==> src/rtl/nna_pkg.sv <==
// Shared definitions for the neuron ALU: FSM encoding and datapath sizing.
// Latency: n/a (types and constant functions only).
// Backpressure: n/a.
//   state_t       - neuron_alu FSM state encoding
//   prod_width()  - signed product width of one unsigned-by-signed multiply
//   acc_width()   - accumulator width, wide enough that fan_in products never overflow
//   res_width()   - width of (acc - threshold), one bit wider than acc
//   relu_max()    - ReLU saturation ceiling, 2^alu_width - 1
package nna_pkg;

  typedef enum logic [1:0] {
    IDLE = 2'd0,
    ACC  = 2'd1,
    ACT  = 2'd2,
    HOLD = 2'd3
  } state_t;

  // agg is zero-extended to alu_width+1 bits, so the product needs 2*alu_width+1 bits.
  function automatic int prod_width(input int alu_width);
    return 2 * alu_width + 1;
  endfunction

  // Summing fan_in products grows the magnitude by at most clog2(fan_in) bits.
  function automatic int acc_width(input int alu_width, input int fan_in);
    return 2 * alu_width + 1 + $clog2(fan_in);
  endfunction

  // acc minus a sign-extended threshold can exceed the acc range by one bit.
  function automatic int res_width(input int alu_width, input int fan_in);
    return acc_width(alu_width, fan_in) + 1;
  endfunction

  function automatic logic [63:0] relu_max(input int alu_width);
    return (64'd1 << alu_width) - 64'd1;
  endfunction

endpackage

==> src/rtl/mac_unit.sv <==
// Multiply-accumulate: acc = load ? agg*weight : acc + agg*weight (agg unsigned, weight signed).
// Latency: result visible in acc one cycle after load/en.
// Backpressure: none; the caller qualifies every update with load or en.
//   clk, rst      - clock, synchronous active-high reset (clears acc)
//   load          - replace acc with the current product
//   en            - add the current product to acc (ignored when load=1)
//   agg, weight   - unsigned sample and two's-complement weight
//   acc           - signed running sum
module mac_unit
  import nna_pkg::*;
#(
  parameter int alu_width = 12,
  parameter int fan_in    = 8
) (
  input  logic                                        clk,
  input  logic                                        rst,
  input  logic                                        load,
  input  logic                                        en,
  input  logic [alu_width-1:0]                        agg,
  input  logic [alu_width-1:0]                        weight,
  output logic signed [acc_width(alu_width, fan_in)-1:0] acc
);

  localparam int W  = alu_width;
  localparam int PW = prod_width(alu_width);
  localparam int AW = acc_width(alu_width, fan_in);

  logic [PW-1:0]        agg_x;
  logic [PW-1:0]        weight_x;
  logic signed [PW-1:0] prod;
  logic signed [AW-1:0] prod_x;

  // Both operands are widened to the product width first: zero-extension keeps
  // agg unsigned, sign-extension keeps weight signed, and the PW-bit product
  // is exact because |agg*weight| < 2^(PW-1).
  assign agg_x    = {{(PW-W){1'b0}}, agg};
  assign weight_x = {{(PW-W){weight[W-1]}}, weight};
  assign prod     = $signed(agg_x) * $signed(weight_x);
  assign prod_x   = {{(AW-PW){prod[PW-1]}}, prod};

  always_ff @(posedge clk) begin
    if (rst) begin
      acc <= '0;
    end else if (load) begin
      acc <= prod_x;
    end else if (en) begin
      acc <= acc + prod_x;
    end
  end

endmodule

==> src/rtl/neuron_alu.sv <==
// Neuron evaluation: accumulates fan_in weighted samples, subtracts a threshold, applies saturating ReLU.
// Latency: alu_valid rises two clock edges after the edge that accepts the last sample.
// Backpressure: in_ready=0 in ACT/HOLD; samples offered then are discarded and set sticky drop.
//   clk, rst          - clock, synchronous active-high reset
//   agg_in/agg_acted  - unsigned sample and its qualifier
//   weight_in         - two's-complement weight paired with agg_in
//   thresh_in         - two's-complement threshold, captured with the last sample
//   in_ready          - a qualified sample this cycle is accepted
//   alu_out/sat       - activated result and clip flag, valid with alu_valid
//   alu_valid/alu_ready - output handshake
//   drop              - sticky: a sample was offered while in_ready=0
module neuron_alu
  import nna_pkg::*;
#(
  parameter int alu_width = 12,
  parameter int fan_in    = 8
) (
  input  logic                 clk,
  input  logic                 rst,
  input  logic [alu_width-1:0] agg_in,
  input  logic                 agg_acted,
  input  logic [alu_width-1:0] weight_in,
  input  logic [alu_width-1:0] thresh_in,
  output logic                 in_ready,
  output logic [alu_width-1:0] alu_out,
  output logic                 alu_valid,
  input  logic                 alu_ready,
  output logic                 sat,
  output logic                 drop
);

  localparam int W  = alu_width;
  localparam int AW = acc_width(alu_width, fan_in);
  localparam int RW = res_width(alu_width, fan_in);
  localparam int CW = $clog2(fan_in + 1);
  localparam logic signed [RW-1:0] RELU_MAX_R = RW'(relu_max(alu_width));
  localparam logic [CW-1:0]        CNT_LAST   = CW'(fan_in - 1);

  state_t               state;
  state_t               state_nxt;
  logic [CW-1:0]        cnt;
  logic [W-1:0]         thresh_q;
  logic signed [AW-1:0] acc;
  logic                 accept;
  logic                 last;
  logic                 mac_load;
  logic                 mac_en;
  logic signed [RW-1:0] res;
  logic [W-1:0]         act_out;
  logic                 act_sat;

  assign accept   = agg_acted && in_ready;
  // cnt holds the number already accepted, so this sample is the fan_in-th one.
  assign last     = (state == ACC) && accept && (cnt == CNT_LAST);
  assign mac_load = (state == IDLE) && accept;
  assign mac_en   = (state == ACC) && accept;

  mac_unit #(
    .alu_width(alu_width),
    .fan_in   (fan_in)
  ) u_mac (
    .clk   (clk),
    .rst   (rst),
    .load  (mac_load),
    .en    (mac_en),
    .agg   (agg_in),
    .weight(weight_in),
    .acc   (acc)
  );

  // State register.
  always_ff @(posedge clk) begin
    if (rst) begin
      state <= IDLE;
    end else begin
      state <= state_nxt;
    end
  end

  // Next-state logic.
  always_comb begin
    state_nxt = state;
    case (state)
      IDLE: if (accept)    state_nxt = ACC;
      ACC:  if (last)      state_nxt = ACT;
      ACT:                 state_nxt = HOLD;
      HOLD: if (alu_ready) state_nxt = IDLE;
      default:             state_nxt = IDLE;
    endcase
  end

  // State-decoded outputs.
  always_comb begin
    in_ready  = 1'b0;
    alu_valid = 1'b0;
    case (state)
      IDLE, ACC: in_ready  = 1'b1;
      HOLD:      alu_valid = 1'b1;
      default: begin
        in_ready  = 1'b0;
        alu_valid = 1'b0;
      end
    endcase
  end

  // Activation: r = acc - thresh, then clamp to [0, 2^W-1].
  always_comb begin
    res     = {acc[AW-1], acc} - {{(RW-W){thresh_q[W-1]}}, thresh_q};
    act_out = '0;
    act_sat = 1'b0;
    if (res[RW-1] || (res == '0)) begin
      act_out = '0;
    end else if (res > RELU_MAX_R) begin
      act_out = '1;
      act_sat = 1'b1;
    end else begin
      act_out = res[W-1:0];
    end
  end

  always_ff @(posedge clk) begin
    if (rst) begin
      cnt      <= '0;
      thresh_q <= '0;
      alu_out  <= '0;
      sat      <= 1'b0;
      drop     <= 1'b0;
    end else begin
      if (mac_load) begin
        cnt <= CW'(1);
      end else if (last) begin
        cnt <= '0;
      end else if (mac_en) begin
        cnt <= cnt + CW'(1);
      end
      if (last) begin
        thresh_q <= thresh_in;
      end
      // Result registers load only in ACT, so they stay frozen through HOLD.
      if (state == ACT) begin
        alu_out <= act_out;
        sat     <= act_sat;
      end
      if (agg_acted && !in_ready) begin
        drop <= 1'b1;
      end
    end
  end

endmodule

==> config.mk <==
export PLATFORM = sky130hd
export DESIGN_NAME = neuron_alu
export DESIGN_NICKNAME = d
export VERILOG_FILES = /design/src/rtl/nna_pkg.sv /design/src/rtl/mac_unit.sv /design/src/rtl/neuron_alu.sv
export SDC_FILE = /design/constraint.sdc
export NUM_CORES = 1
export LEC_CHECK = 0
export ABC_CLOCK_PERIOD_IN_PS = 15000
export CORE_MARGIN = 1
export CORE_UTILIZATION = 62
export CTS_CLUSTER_SIZE = 28
export DETAILED_ROUTE_END_ITERATION = 10
export MAX_ROUTING_LAYER = met4
export PLACE_DENSITY = 0.87
export SLEW_MARGIN = 0
export SYNTH_ARGS = -nofsm -noshare
export SYNTH_HDL_FRONTEND = slang
export SYNTH_HIERARCHICAL = 1
export SYNTH_SLANG_ARGS = --single-unit
==> constraint.sdc <==
create_clock -name clk -period 15 [get_ports clk]
set_input_delay 1.5 -clock clk [delete_from_list [all_inputs] [get_ports clk]]
set_output_delay 1.5 -clock clk [all_outputs]
set_load 0.01 [all_outputs]
Word level (Yosys, flattened, before mapping)
Cells that the tools add are included.

storage, ports and cells
  logic and storage cells = 49
  output and inout bits = 16
  input port bits = 40
  bits in registers = 60

operators by class
  mux-type cells = 15
  multiply operators = 1
  eq/ne operators = 7
  add/sub/neg operators = 3
  $lt $le $gt $ge = 1
  reductions and logical operators = 14

operators with widths
  kind                    count
  $mux W28                2
  $gt A29 B13 Y1 const B  1
  $logic_not A29 Y1       1
  $sub A28 B12 Y29        1
  $add A28 B25 Y28        1
  $mul A13 B12 Y25        1
  $mux W12                2
  $pmux W2 S4             1
  $mux W1                 7
  $mux W2                 3
  $ne A2 B2 Y1 const B    3
  $logic_and A1 B1 Y1     5
  $add A4 B1 Y4 const B   1
  $eq A2 B2 Y1 const B    2
  $eq A4 B3 Y1 const B    1
  $reduce_and A3 Y1       1
  $reduce_bool A3 Y1      1
  $reduce_or A3 Y1        1
  $eq A2 B1 Y1 const B    1
  $logic_not A2 Y1        1
  $reduce_bool A2 Y1      1
  $reduce_or A2 Y1        1
  $logic_not A1 Y1        1
  $logic_or A1 B1 Y1      1

Longest topological paths before layout
  depth in word-level cells = 8
  mapped depth = 31
  depth with buffers taken out = 29

By module
The synthesis kept the hierarchy.

modules (own cells, without submodules)
  module      seq. area each (sq um)  cells each  area an instance (sq um)  instances
  mac_unit    560.5                   926         7,475.9                   1
  neuron_alu  640.6                   416         3,274.4                   1

Least setup slack after synthesis
No wires, ideal clock.

  path type = in2reg
  from = input agg_in[4]
  to = register u_mac.acc[24]
  data required time = 14.914 ns
  path slack = 7.159 ns
  path buffers = 2
  setup time = 0.086 ns
  arrival = 7.756 ns
  stages on the path = 31
  path through = clkbuf_1 -> nand2_1 -> fa_1 -> inv_1 -> ha_1 -> inv_1 -> fa_1 -> inv_1 -> ha_1 -> inv_1 -> fa_1 -> inv_1 -> fa_1 -> a21o_1 -> a21oi_1 -> o21bai_1 -> o31a_1 -> a2111oi_2 -> o21bai_1 -> a21oi_1 -> xnor2_1 -> ha_1 -> clkbuf_1 -> a21oi_1 -> o21bai_1 -> a21o_1 -> a211o_2 -> a21o_1 -> a21o_1 -> xnor2_1 -> a211oi_1

between the ends
  word-level cells in the longest chain between the ends = 4

RTL lines
  element               RTL line          source
  from (decl)           neuron_alu.sv:20  input logic [alu_width-1:0] agg_in,
  $mul A13 B12 Y25 *    mac_unit.sv:38    assign prod = $signed(agg_x) * $signed(weight_x);
  $add A28 B25 Y28      mac_unit.sv:47    acc <= acc + prod_x;
  $mux W28              mac_unit.sv:46    end else if (en) begin
  $mux W28 *            mac_unit.sv:44    end else if (load) begin
  to (signal assigned)  mac_unit.sv:45    acc <= prod_x;
  to (signal assigned)  mac_unit.sv:47
  to (decl)             mac_unit.sv:21    output logic signed [acc_width(alu_width, fan_in)-1:0] acc

Every way passes the cells marked *; elsewhere a longest branch is shown, timed or not. The select of a mux whose other input is x is not followed.
A chain may end at the register's enable or synchronous reset.

Final worst setup path
Ends and elaborated chain as after synthesis.

==> results.sh <==
export IMPL_area_growth_pct=7.31
export IMPL_vias=9488
export IMPL_setup_viol=0
export IMPL_diodes=0
export IMPL_synth_top_cells_by_count="inv_1 (182), nand2_1 (181), ha_1 (138)"
export IMPL_clock_latency_ns=0.34
export IMPL_reg2reg_slack_ns=10.63
export IMPL_drc=0
export IMPL_synth_top_area_cell="fa_1"
export IMPL_placedCellCount=1561
export IMPL_totalWireLength_um=25200
export IMPL_syn_area_sq_mm=0.0108
export IMPL_grt_pass1_wl_um=42100
export IMPL_min_period_ns=8.54
export IMPL_maxCapViolCount=0
export IMPL_rsz0062_at_grt="false"
export IMPL_postCtsHoldBufs=0
export IMPL_vias_per_cell=6.02
export IMPL_fin_nets=1633
export IMPL_ys_ff_latch=60
export IMPL_finalNonFillerCells=1576
export IMPL_async_reset_ff_frac=0
export IMPL_synth_nets=1623
export IMPL_drtIter0Drc=714
export IMPL_cpMaxStageDelayCell="clkdlybuf4s50_1"
export IMPL_yosysSeqAreaShare=0.112
export IMPL_hold_violations=0
export IMPL_clkSinkCount=60
export IMPL_track_usage=0.296
export IMPL_slew_headroom=0.292
export IMPL_fmax_ghz=0.117
export IMPL_dieArea_sq_mm=0.0179
export IMPL_start_util=0.641
export IMPL_fillers=1319
export IMPL_yosysTopAreaCellShare=0.192
export IMPL_synth_warnings=6
export IMPL_row_count=47
export IMPL_fin_skew_ns=0.0115
export IMPL_place_gp_congestion=0.969
export IMPL_port_buffers=55
export IMPL_overflow=0
export IMPL_die_h_um=134
export IMPL_clock_path_buffers=2
export IMPL_status="finished clean"
export IMPL_drive_above_1_share=0.0442
export IMPL_slowest_delay_ns=0.83
export IMPL_register_area_sq_mm=0.00120
export IMPL_grt_pass1_vias=8975
export IMPL_die_w_um=134
export IMPL_synth_most_common_cell="inv_1"
export IMPL_worstPathRequired_ns=15.25
export IMPL_fin_setup_tns_ns=0
export IMPL_dp_hpwl_um=19700
export IMPL_first_pass_iters=5
export IMPL_ys_flop_type="dfxtp_1"
export IMPL_worst_slack_ns=6.46
export IMPL_routedWlPerCell_um=16.0
export IMPL_coreArea_sq_mm=0.0168
export IMPL_grt_start_max_net_pins=55
export IMPL_synth_area_leaders="fa_1 (19%), ha_1 (16%), dfxtp_1 (11%), inv_1 (6.4%), nand2_1 (6.3%)"
export IMPL_drtAntennaViolNets=0
export IMPL_max_slew_worst_pin_slew_ns=1.05
export IMPL_cts_setup_buffers=0
export IMPL_pre_cts_ws_ns=6.22
export IMPL_io_pins=56
export IMPL_postSynthCellCount=1342
export IMPL_worstPathMaxFanout=12
export IMPL_cts_root_buf="clkbuf_16"
export IMPL_crit_top_cell="inv_1"
export IMPL_hold_slack_ns=0.462
export IMPL_fin_crit_sh=0.569
export IMPL_synth_edf_count=0
export IMPL_clkTransAtPathRegs_ns=0.06
export IMPL_antenna_found_initial=0
export IMPL_critPathArrivalTime_ns=8.79
export IMPL_syn_avg_cell_area_sq_um=8.01
export IMPL_cts_buffers=9
export IMPL_endpoint_kind="flop"
export IMPL_slew_violations=0
export IMPL_synth_cell_types=88
export IMPL_critPathKind="input pin to flop"
export IMPL_tritoncts="built"
export IMPL_htreeDepth=3
export IMPL_cts_resized=0
export IMPL_multiInputGateArea_sq_mm=0.00852
export IMPL_start_kind="input pin"
export IMPL_hold_class="flop to flop"
==> cell type report <==
type                    count  share of cell area
clock buffers              11              0.0210
clock inverters             4             0.00228
inverters                 182              0.0592
multi-input cells        1039               0.739
flip-flops and latches     60               0.104
well taps                 220              0.0239
repair buffers             60              0.0505
==> final timing paths <==
check / startpoint / end / cells after the start
worst max-delay path: agg_in[4] / u_mac/acc[24]$_SDFFE_PP0P_ / 30
worst min-delay path: thresh_q[10]$_SDFFE_PP0P_ / thresh_q[10]$_SDFFE_PP0P_ / 2
worst max register to register: thresh_q[11]$_SDFFE_PP0P_ / alu_out[8]$_SDFFE_PP0P_ / 10
worst min register to register: thresh_q[10]$_SDFFE_PP0P_ / thresh_q[10]$_SDFFE_PP0P_ / 2
==> sequential cells by signal (all words and copies together) (netlist names) <==
| register | cells |
|---|---|
| alu_out | 12 |
| cnt | 4 |
| drop | 1 |
| sat | 1 |
| state | 2 |
| thresh_q | 12 |
| u_mac/acc | 28 |
==> per-layer routing <==
layer  part of all wire  track usage  vias up
li1                   -            -     4522
met1               0.44        0.390     4565
met2               0.48        0.480      338
met3              0.055       0.0377       63
met4              0.022       0.0802        0
met5                  0            -        -
==> logic make-up (layout without fill, tap and decap cells) <==
logic type	count (synthesis)	count (layout)	synth area share
adders and majority gates	241	241	0.352
AOI/OAI and AO/OA	309	309	0.193
buffers and inverters	243	257	0.0953
muxes	17	17	0.0161
and+or+nand+nor	413	413	0.183
DFF	60	60	0.112
xor gates and xnor gates	59	59	0.0481
==> worst max-delay path: cells and delay by family <==
kind                       cells  cell delay, ns
adders and majority gates      7            2.92
AOI/OAI and AO/OA             12            2.55
buffers and inverters          6            1.09
and+or+nand+nor                3            0.42
xor gates and xnor gates       2            0.29
==> cells in the final DEF (no fill, tap or decap), types with 4 or more instances in the layout <==
cell type | synthesis | layout
inv_1 | 182 | 182
nand2_1 | 181 | 181
ha_1 | 138 | 138
a21oi_1 | 113 | 113
fa_1 | 103 | 103
nor2_1 | 76 | 76
dfxtp_1 | 60 | 60
and2_1 | 54 | 54
clkdlybuf4s50_1 | 0 | 54
o21ai_0 | 37 | 37
xnor2_1 | 34 | 34
xor2_1 | 25 | 25
a21o_1 | 22 | 22
nand3_1 | 22 | 22
nor3_1 | 16 | 16
a211oi_1 | 15 | 15
mux2i_1 | 15 | 15
o21a_1 | 14 | 14
o21ai_1 | 13 | 13
nand2b_1 | 12 | 12
a31oi_1 | 12 | 12
nand4_1 | 11 | 11
o21bai_1 | 9 | 9
and3_1 | 9 | 9
clkbuf_16 | 0 | 9
a221oi_2 | 7 | 7
a21oi_2 | 6 | 6
o211a_1 | 6 | 6
or3_1 | 6 | 6
a211o_1 | 5 | 5
nor2b_1 | 5 | 5
buf_4 | 2 | 5
o211ai_1 | 4 | 4
a221oi_1 | 4 | 4
==> stage by stage <==
stage	area (sq um)	utilization
3_5_place_dp	11300	0.672
5_1_grt	11500	0.688
6_report	11500	0.688
3_3_place_gp	11300	0.672
2_1_floorplan	10800	-
4_1_cts	11500	0.688
Power is left out: the tool's default activity adds up to more than one toggle a clock period on the data nets, which glitch-free logic cannot reach.
